[src/rtl/matmul_pkg.sv]
// Shared types and width helpers for the matrix-product engine.
package matmul_pkg;

  typedef enum logic [2:0] {
    S_IDLE,
    S_LOAD,
    S_COMP,
    S_WB,
    S_DONE
  } state_e;

  // Ceiling log2; clog2(1) == 0.
  function automatic int clog2(input int v);
    int r;
    int t;
    r = 0;
    t = v - 1;
    while (t > 0) begin
      r = r + 1;
      t = t >> 1;
    end
    return r;
  endfunction

  // Counter width able to index 0..n-1, never narrower than one bit.
  function automatic int cnt_w(input int n);
    return (clog2(n) < 1) ? 1 : clog2(n);
  endfunction

  // Number of X elements streamed per run.
  function automatic int elem_cnt(input int k, input int nch);
    return k * nch;
  endfunction

  // Coefficient ROM address width (M*K words).
  function automatic int rom_aw(input int m, input int k);
    return cnt_w(m * k);
  endfunction

endpackage

[src/rtl/matmul_engine_mac_lane.sv]
// One MAC lane: holds an X column and accumulates coef * X[row] for one output column.
module mac_lane
  import matmul_pkg::*;
#(
  parameter int XW   = 8,
  parameter int AW   = 7,
  parameter int K    = 4,
  parameter int ACCW = 18
) (
  input  logic                  clk,
  input  logic                  rst,
  input  logic                  wr_en_i,
  input  logic [cnt_w(K)-1:0]   wr_row_i,
  input  logic [XW-1:0]         x_data_i,
  input  logic                  mac_en_i,
  input  logic                  first_i,
  input  logic [cnt_w(K)-1:0]   rd_row_i,
  input  logic [AW-1:0]         coef_i,
  output logic [ACCW-1:0]       acc_o
);

  localparam int RW = cnt_w(K);
  localparam int PW = XW + AW;

  logic [K-1:0][XW-1:0] x_q;
  logic [K-1:0]         row_we;
  logic [XW-1:0]        x_sel;
  logic [PW-1:0]        prod;
  logic [ACCW-1:0]      acc_q, acc_d;

  // Decode the load row into one write enable per column register row.
  always_comb begin
    row_we = '0;
    for (int r = 0; r < K; r++)
      row_we[r] = wr_en_i && (wr_row_i == RW'(r));
  end

  // X column storage, written one element per accepted byte.
  always_ff @(posedge clk or posedge rst) begin
    if (rst) x_q <= '0;
    else begin
      for (int r = 0; r < K; r++)
        if (row_we[r]) x_q[r] <= x_data_i;
    end
  end

  assign x_sel = x_q[rd_row_i];
  assign prod  = PW'(coef_i) * PW'(x_sel);

  // First product of a row replaces the accumulator instead of adding to it.
  always_comb begin
    acc_d = acc_q;
    if (mac_en_i) acc_d = (first_i ? '0 : acc_q) + ACCW'(prod);
  end

  // Accumulator register.
  always_ff @(posedge clk or posedge rst) begin
    if (rst) acc_q <= '0;
    else     acc_q <= acc_d;
  end

  assign acc_o = acc_q;

endmodule

[src/rtl/matmul_engine.sv]
// Matrix-product engine top: FSM, X load, ROM addressing, lane array and SRAM write port.
module matmul_engine
  import matmul_pkg::*;
#(
  parameter int XW     = 8,
  parameter int AW     = 7,
  parameter int K      = 4,
  parameter int NCH    = 4,
  parameter int M      = 4,
  parameter int ACCW   = 18,
  parameter int RAM_AW = 8,
  parameter int RAM_DW = 32,
  parameter int BASE   = 0
) (
  input  logic                    clk,
  input  logic                    rst,
  input  logic                    start,
  input  logic                    x_valid,
  input  logic [XW-1:0]           x_data,
  output logic                    x_ready,
  output logic                    load_done,
  output logic [rom_aw(M,K)-1:0]  coef_addr,
  input  logic [AW-1:0]           coef_data,
  output logic                    ram_we_n,
  output logic [RAM_AW-1:0]       ram_addr,
  output logic [RAM_DW-1:0]       ram_wdata,
  input  logic                    ram_ry,
  output logic                    busy,
  output logic                    done
);

  localparam int NEL = elem_cnt(K, NCH);
  localparam int CAW = rom_aw(M, K);
  localparam int ECW = cnt_w(NEL);
  localparam int KCW = cnt_w(K + 1);
  localparam int RW  = cnt_w(K);
  localparam int NCW = cnt_w(NCH);
  localparam int MCW = cnt_w(M);

  localparam logic [ECW-1:0] E_LAST = ECW'(NEL - 1);
  localparam logic [KCW-1:0] C_LAST = KCW'(K);
  localparam logic [KCW-1:0] C_ADDR = KCW'(K - 1);
  localparam logic [NCW-1:0] N_LAST = NCW'(NCH - 1);
  localparam logic [MCW-1:0] M_LAST = MCW'(M - 1);

  if ((XW + AW + clog2(K) > ACCW) || (ACCW > RAM_DW)) begin : g_bad_accw
    $error("matmul_engine: ACCW must satisfy XW+AW+clog2(K) <= ACCW <= RAM_DW");
  end

  state_e             state_q;
  logic [ECW-1:0]     i_q;
  logic [RW-1:0]      xr_q;
  logic [NCW-1:0]     xc_q;
  logic [KCW-1:0]     c_q;
  logic [NCW-1:0]     n_q;
  logic [MCW-1:0]     m_q;
  logic               x_ready_q, load_done_q, we_n_q, busy_q, done_q;
  logic [CAW-1:0]     coef_addr_q;
  logic [RAM_AW-1:0]  ram_addr_q;
  logic [NCH-1:0][ACCW-1:0] acc_all;

  logic mac_en, first;
  logic [RW-1:0] rd_row;

  assign mac_en = (state_q == S_COMP) && (c_q != '0);
  assign first  = (c_q == KCW'(1));
  assign rd_row = RW'(c_q - 1'b1);

  for (genvar n = 0; n < NCH; n++) begin : g_lane
    mac_lane #(.XW(XW), .AW(AW), .K(K), .ACCW(ACCW)) u_lane (
      .clk      (clk),
      .rst      (rst),
      .wr_en_i  ((state_q == S_LOAD) && x_valid && (xc_q == NCW'(n))),
      .wr_row_i (xr_q),
      .x_data_i (x_data),
      .mac_en_i (mac_en),
      .first_i  (first),
      .rd_row_i (rd_row),
      .coef_i   (coef_data),
      .acc_o    (acc_all[n])
    );
  end

  // Control FSM with all handshake/port outputs registered.
  always_ff @(posedge clk or posedge rst) begin
    if (rst) begin
      state_q     <= S_IDLE;
      i_q         <= '0;
      xr_q        <= '0;
      xc_q        <= '0;
      c_q         <= '0;
      n_q         <= '0;
      m_q         <= '0;
      x_ready_q   <= 1'b0;
      load_done_q <= 1'b0;
      we_n_q      <= 1'b1;
      busy_q      <= 1'b0;
      done_q      <= 1'b0;
      coef_addr_q <= '0;
      ram_addr_q  <= '0;
    end else begin
      load_done_q <= 1'b0;
      done_q      <= 1'b0;
      case (state_q)
        S_IDLE: if (start) begin
          state_q   <= S_LOAD;
          x_ready_q <= 1'b1;
          busy_q    <= 1'b1;
          i_q       <= '0;
          xr_q      <= '0;
          xc_q      <= '0;
        end
        S_LOAD: if (x_valid) begin
          i_q <= i_q + 1'b1;
          if (xc_q == N_LAST) begin
            xc_q <= '0;
            xr_q <= xr_q + 1'b1;
          end else begin
            xc_q <= xc_q + 1'b1;
          end
          if (i_q == E_LAST) begin
            state_q     <= S_COMP;
            x_ready_q   <= 1'b0;
            load_done_q <= 1'b1;
            m_q         <= '0;
            c_q         <= '0;
            coef_addr_q <= '0;
          end
        end
        S_COMP: begin
          // ROM address leads the MAC by one cycle to cover the ROM latency.
          if (c_q < C_ADDR) coef_addr_q <= coef_addr_q + 1'b1;
          if (c_q == C_LAST) begin
            state_q    <= S_WB;
            n_q        <= '0;
            we_n_q     <= 1'b0;
            ram_addr_q <= RAM_AW'(BASE) + RAM_AW'(m_q) * RAM_AW'(NCH);
          end else begin
            c_q <= c_q + 1'b1;
          end
        end
        S_WB: if (ram_ry) begin
          if (n_q == N_LAST) begin
            we_n_q <= 1'b1;
            if (m_q == M_LAST) begin
              state_q <= S_DONE;
              done_q  <= 1'b1;
            end else begin
              state_q     <= S_COMP;
              m_q         <= m_q + 1'b1;
              c_q         <= '0;
              coef_addr_q <= coef_addr_q + 1'b1;
            end
          end else begin
            n_q        <= n_q + 1'b1;
            ram_addr_q <= ram_addr_q + 1'b1;
          end
        end
        S_DONE: begin
          state_q <= S_IDLE;
          busy_q  <= 1'b0;
        end
        default: state_q <= S_IDLE;
      endcase
    end
  end

  assign x_ready   = x_ready_q;
  assign load_done = load_done_q;
  assign coef_addr = coef_addr_q;
  assign ram_we_n  = we_n_q;
  assign ram_addr  = ram_addr_q;
  // Accumulators are registers and stay frozen through WB, so the mux output is stable.
  assign ram_wdata = RAM_DW'(acc_all[n_q]);
  assign busy      = busy_q;
  assign done      = done_q;

endmodule

[config.mk]
export PLATFORM = sky130hd
export DESIGN_NAME = matmul_engine
export DESIGN_NICKNAME = d
export VERILOG_FILES = /design/src/rtl/matmul_pkg.sv /design/src/rtl/matmul_engine_mac_lane.sv /design/src/rtl/matmul_engine.sv
export SDC_FILE = /design/constraint.sdc
export NUM_CORES = 1
export LEC_CHECK = 0
export CAP_MARGIN = 20
export CORE_ASPECT_RATIO = 1.1
export CORE_MARGIN = 3
export CORE_UTILIZATION = 60
export DETAILED_ROUTE_END_ITERATION = 16
export GPL_ROUTABILITY_DRIVEN = 0
export GPL_TIMING_DRIVEN = 0
export HOLD_SLACK_MARGIN = 0.05
export PLACE_DENSITY = 0.76
export SLEW_MARGIN = 10
export SYNTH_ARGS = -nofsm -noshare
export SYNTH_HDL_FRONTEND = slang
export SYNTH_SLANG_ARGS = --single-unit
[constraint.sdc]
create_clock -name clk -period 21.9 [get_ports clk]
set_input_delay 2.19 -clock clk [delete_from_list [all_inputs] [get_ports clk]]
set_output_delay 2.19 -clock clk [all_outputs]
set_load 0.02 [all_outputs]
==> impl_results.md <==
- Post-CTS Resized: 0
- Total number of vias: around 15000
- Root buf cell: clkbuf_16
- Hold Crit Class: reg -> reg
- CP required: 22.35 ns
- Reg2reg path depth: 22
- Nets: around 2500
- Max incr delay on CP: ~0.65 ns
- Max Fclk: 0.135 GHz
- Site Rows: 70
- Post-Synth XOR/XNOR Area: under 10%
- Die Y: roughly 200 µm
- Initial DRC count: approximately 1100
- Synth top area share: between 20 and 30%
- Max cap viols: 0
- Worst setup path endpoint: g_lane[1].u_lane.acc_o[16]
- Tcrit/Tclk final: roughly 34%
- Crit. End Element: register
- Synth Cell Area: 20500 µm²
- Sink Count: about 240
- FF-to-FF End: g_lane[1].u_lane.acc_o[16]
- Layout cell share with drive strength beyond 1: around 13%
- Cells along the critical path: buf_2, buf_2, inv_1, ha_1, clkbuf_1, clkbuf_1, mux4_2, nand2_1, fa_1, fa_1, inv_1, fa_1, inv_1, fa_1, inv_1, ha_1, o21a_1, a21boi_1, o41ai_2, o211ai_1, xor2_1, mux2_2
- Post-Syn Area per Cell: 10.3 µm²
- Clock slew at reported path FFs: roughly 0.060 ns
- WP data arrival: around 7.9 ns
- Most frequent cell after synthesis: inv_1
- Slew @ Worst Pin: between 0.9 and 1 ns
- CTS tree: yes
- Synth area leaders: dfrtp_1, fa_1, ha_1
- Clock skew after layout: 0.0164 ns
- Slowest stage cell on the critical path: clkbuf_1
- Final max-slew violation count: 0
- Vias in the first global route: 15900
- Die Width: between 150 and 200 µm
- Largest net degree at the start of global routing: 100
- Asr flop ratio synth: 100%
- Die area: 36400 µm²
- Synth cell count leaders: inv_1, and2_1, dfrtp_1, nand2_1, ha_1
- CTS H-tree lvls: 1
- Worst Path Buf+Inv: 8
- Starting Density: 61.2%
- Post-route cell area: between 20000 and 25000 µm²
- Startpoint types: register
- Fraction of the mapped netlist area in simple logic gates: about 15%
- Pre-CTS setup slack: about 14 ns
- Hold-fix buffers at CTS: 0
- Outcome: completed
- CTS buffer count: 27
- Setup CP Type: reg -> reg
- Cells after Synth: roughly 2000
- DRT Wirelength: 52600 µm
- Slew headroom: about a third
- Layout area overhead: 10.1%
- Worst-Skew Late Latency: between 0.5 and 0.6 ns
- CP delay by family, top: adder cells
- Post-synthesis mux area share: 12.9%
- Yosys top cell by area: dfrtp_1
- Post-CTS Setup Inserts: 0
- Worst Hold Launch: g_lane[0].u_lane.acc_o[8]
- CP startpoint: c_q[0]
- I/O pin total: between 60 and 70
- Remaining Overflow, GRT: 0
- Synth Area in Adders: between 20% and 30%
- Setup slack, reg-to-reg: around 14 ns
- Dpl cell area: ~22000 µm²
- Final hold vios: 0
- Gr usage total: between 20% and 30%
- PortBufs: 54
- Top FF cell, synth: dfrtp_1
- Setup TNS: 0 ns
- Global-route wire length before repair: 84600 µm
- DR WL/cell: ~21 µm
- Post-DRT Antenna Nets: 0
- Fin crit period: approximately 7.4 ns
- Setup ws final: around 14 ns
- DR pass1 iterations: 5
- # setup viols final: 0
- # DRC: 0
- RSZ-0062 raised after global routing: false
- Worst flop-to-flop path startpoint: c_q[0]
- Yosys warns: 0
- Final HPWL from detailed placement: a little over 40000 µm
- Core ar.: approximately 33000 µm²
- Compound-gate portion of the synthesized area: between 7 and 8%
- EDFF count, synth: 0
- Stages on the worst setup path: 22
- Register area share after synthesis: 28.7%
- Synth unique cells: 76
- Hold slack: around 0.5 ns
- Vias per inst: around 5.9
- Initial antenna violation count: 1
- Clock Path Buffers: 3
- CP Max Fanout: 10
- Fillcell total: 2570
- Largest family of logic cells by synthesized area: adder cells
- Post-synthesis register bit count: 235
==> worst reg2reg max path, cell delays in order (launching register included) <==
cell      delay (ns)
dfrtp_1         0.37
buf_2           0.31
buf_2           0.37
inv_1           0.09
ha_1            0.28
clkbuf_1        0.33
clkbuf_1        0.65
mux4_2          0.55
nand2_1         0.16
fa_1            0.53
fa_1            0.55
inv_1           0.06
fa_1            0.54
inv_1           0.06
fa_1            0.53
inv_1           0.04
ha_1            0.33
o21a_1          0.21
a21boi_1        0.17
o41ai_2         0.51
o211ai_1        0.23
xor2_1          0.18
mux2_2          0.27
==> layout by cell type (no fill, tap or decap), drive strengths merged, types with 9 or more instances in the layout <==
cell type and instances:
xnor2 13, clkbuf 94, ha 176, clkdlybuf4s50 54, nor2b 10, inv 278, nand2b 9, o21a 12
mux4 50, mux2 130, nand2 205, a31oi 16, fa 168, a21oi 40, a21o 25, nor2 41
o21ai 93, dfrtp 234, nand3 17, buf 38, nor3 13, xor2 31, and2 246, conb 14
==> cell families after synthesis <==
| family | Yosys count |
|---|---|
| xor+xnor | 44 |
| buf+inv | 369 |
| flops | 235 |
| fa+ha+maj | 344 |
| other cells | 1 |
| simple gates | 573 |
| mux | 185 |
| compound gates | 243 |
==> how the worst min path moves through the flow <==
| stage | cells after the start | slack [ns] | endpoint |
|---|---|---|---|
| 5_1_grt | 1 | 0.51 | g_lane[2].u_lane.x_q[20] |
| 3_3_place_gp | 2 | 0.48 | g_lane[0].u_lane.acc_o[2] |
| 6_report | 1 | 0.50 | g_lane[0].u_lane.acc_o[8] |
| 3_5_place_dp | 1 | 0.49 | g_lane[0].u_lane.acc_o[8] |
| 4_1_cts | 1 | 0.50 | g_lane[0].u_lane.acc_o[8] |
| 2_1_floorplan | 2 | 0.45 | g_lane[2].u_lane.acc_o[5] |
==> flip-flops by register name (all words and copies together), names as in the netlist <==
signal,cells
i_q,4
state_q,3
coef_addr,4
x_ready,1
g_lane.u_lane.acc_o,72
load_done,1
n_q,2
ram_we_n,1
xc_q,2
g_lane.u_lane.x_q,128
done,1
ram_addr,8
busy,1
xr_q,2
c_q,3
m_q,2
==> final cells by class <==
| cell class | instances | area, µm² | share of cell area (%) |
|---|---|---|---|
| multi-input cells | 1403 | 13200 | 58.5 |
| flip-flops and latches | 235 | 5880 | 26.1 |
| inverters | 275 | 1040 | 4.61 |
| clock buffers | 36 | 759 | 3.37 |
| repair buffers | 56 | 596 | 2.64 |
| well taps | 432 | 541 | 2.40 |
| plain buffers | 94 | 433 | 1.92 |
| clock inverters | 14 | 113 | 0.499 |
| diodes | 1 | 2.50 | 0.0111 |
==> layer usage <==
layer	vias to the layer above	share of wire (%)	GRT usage [%]
li1	6742	-	-
met1	7589	40	36.8
met2	503	49	51.6
met3	163	5.6	4.37
met4	0	5.7	14.9
met5	-	0	0
==> stage by stage <==
stage	std cells	util (%)
floorplan	2007	-
global placement	2493	64.6
detailed placement	2495	64.8
CTS	2545	67.4
global route	2545	67.4
finish	2546	67.4
Power is not shown: default switching activity piles up to over one toggle a cycle in this logic, so the estimate is an artifact.
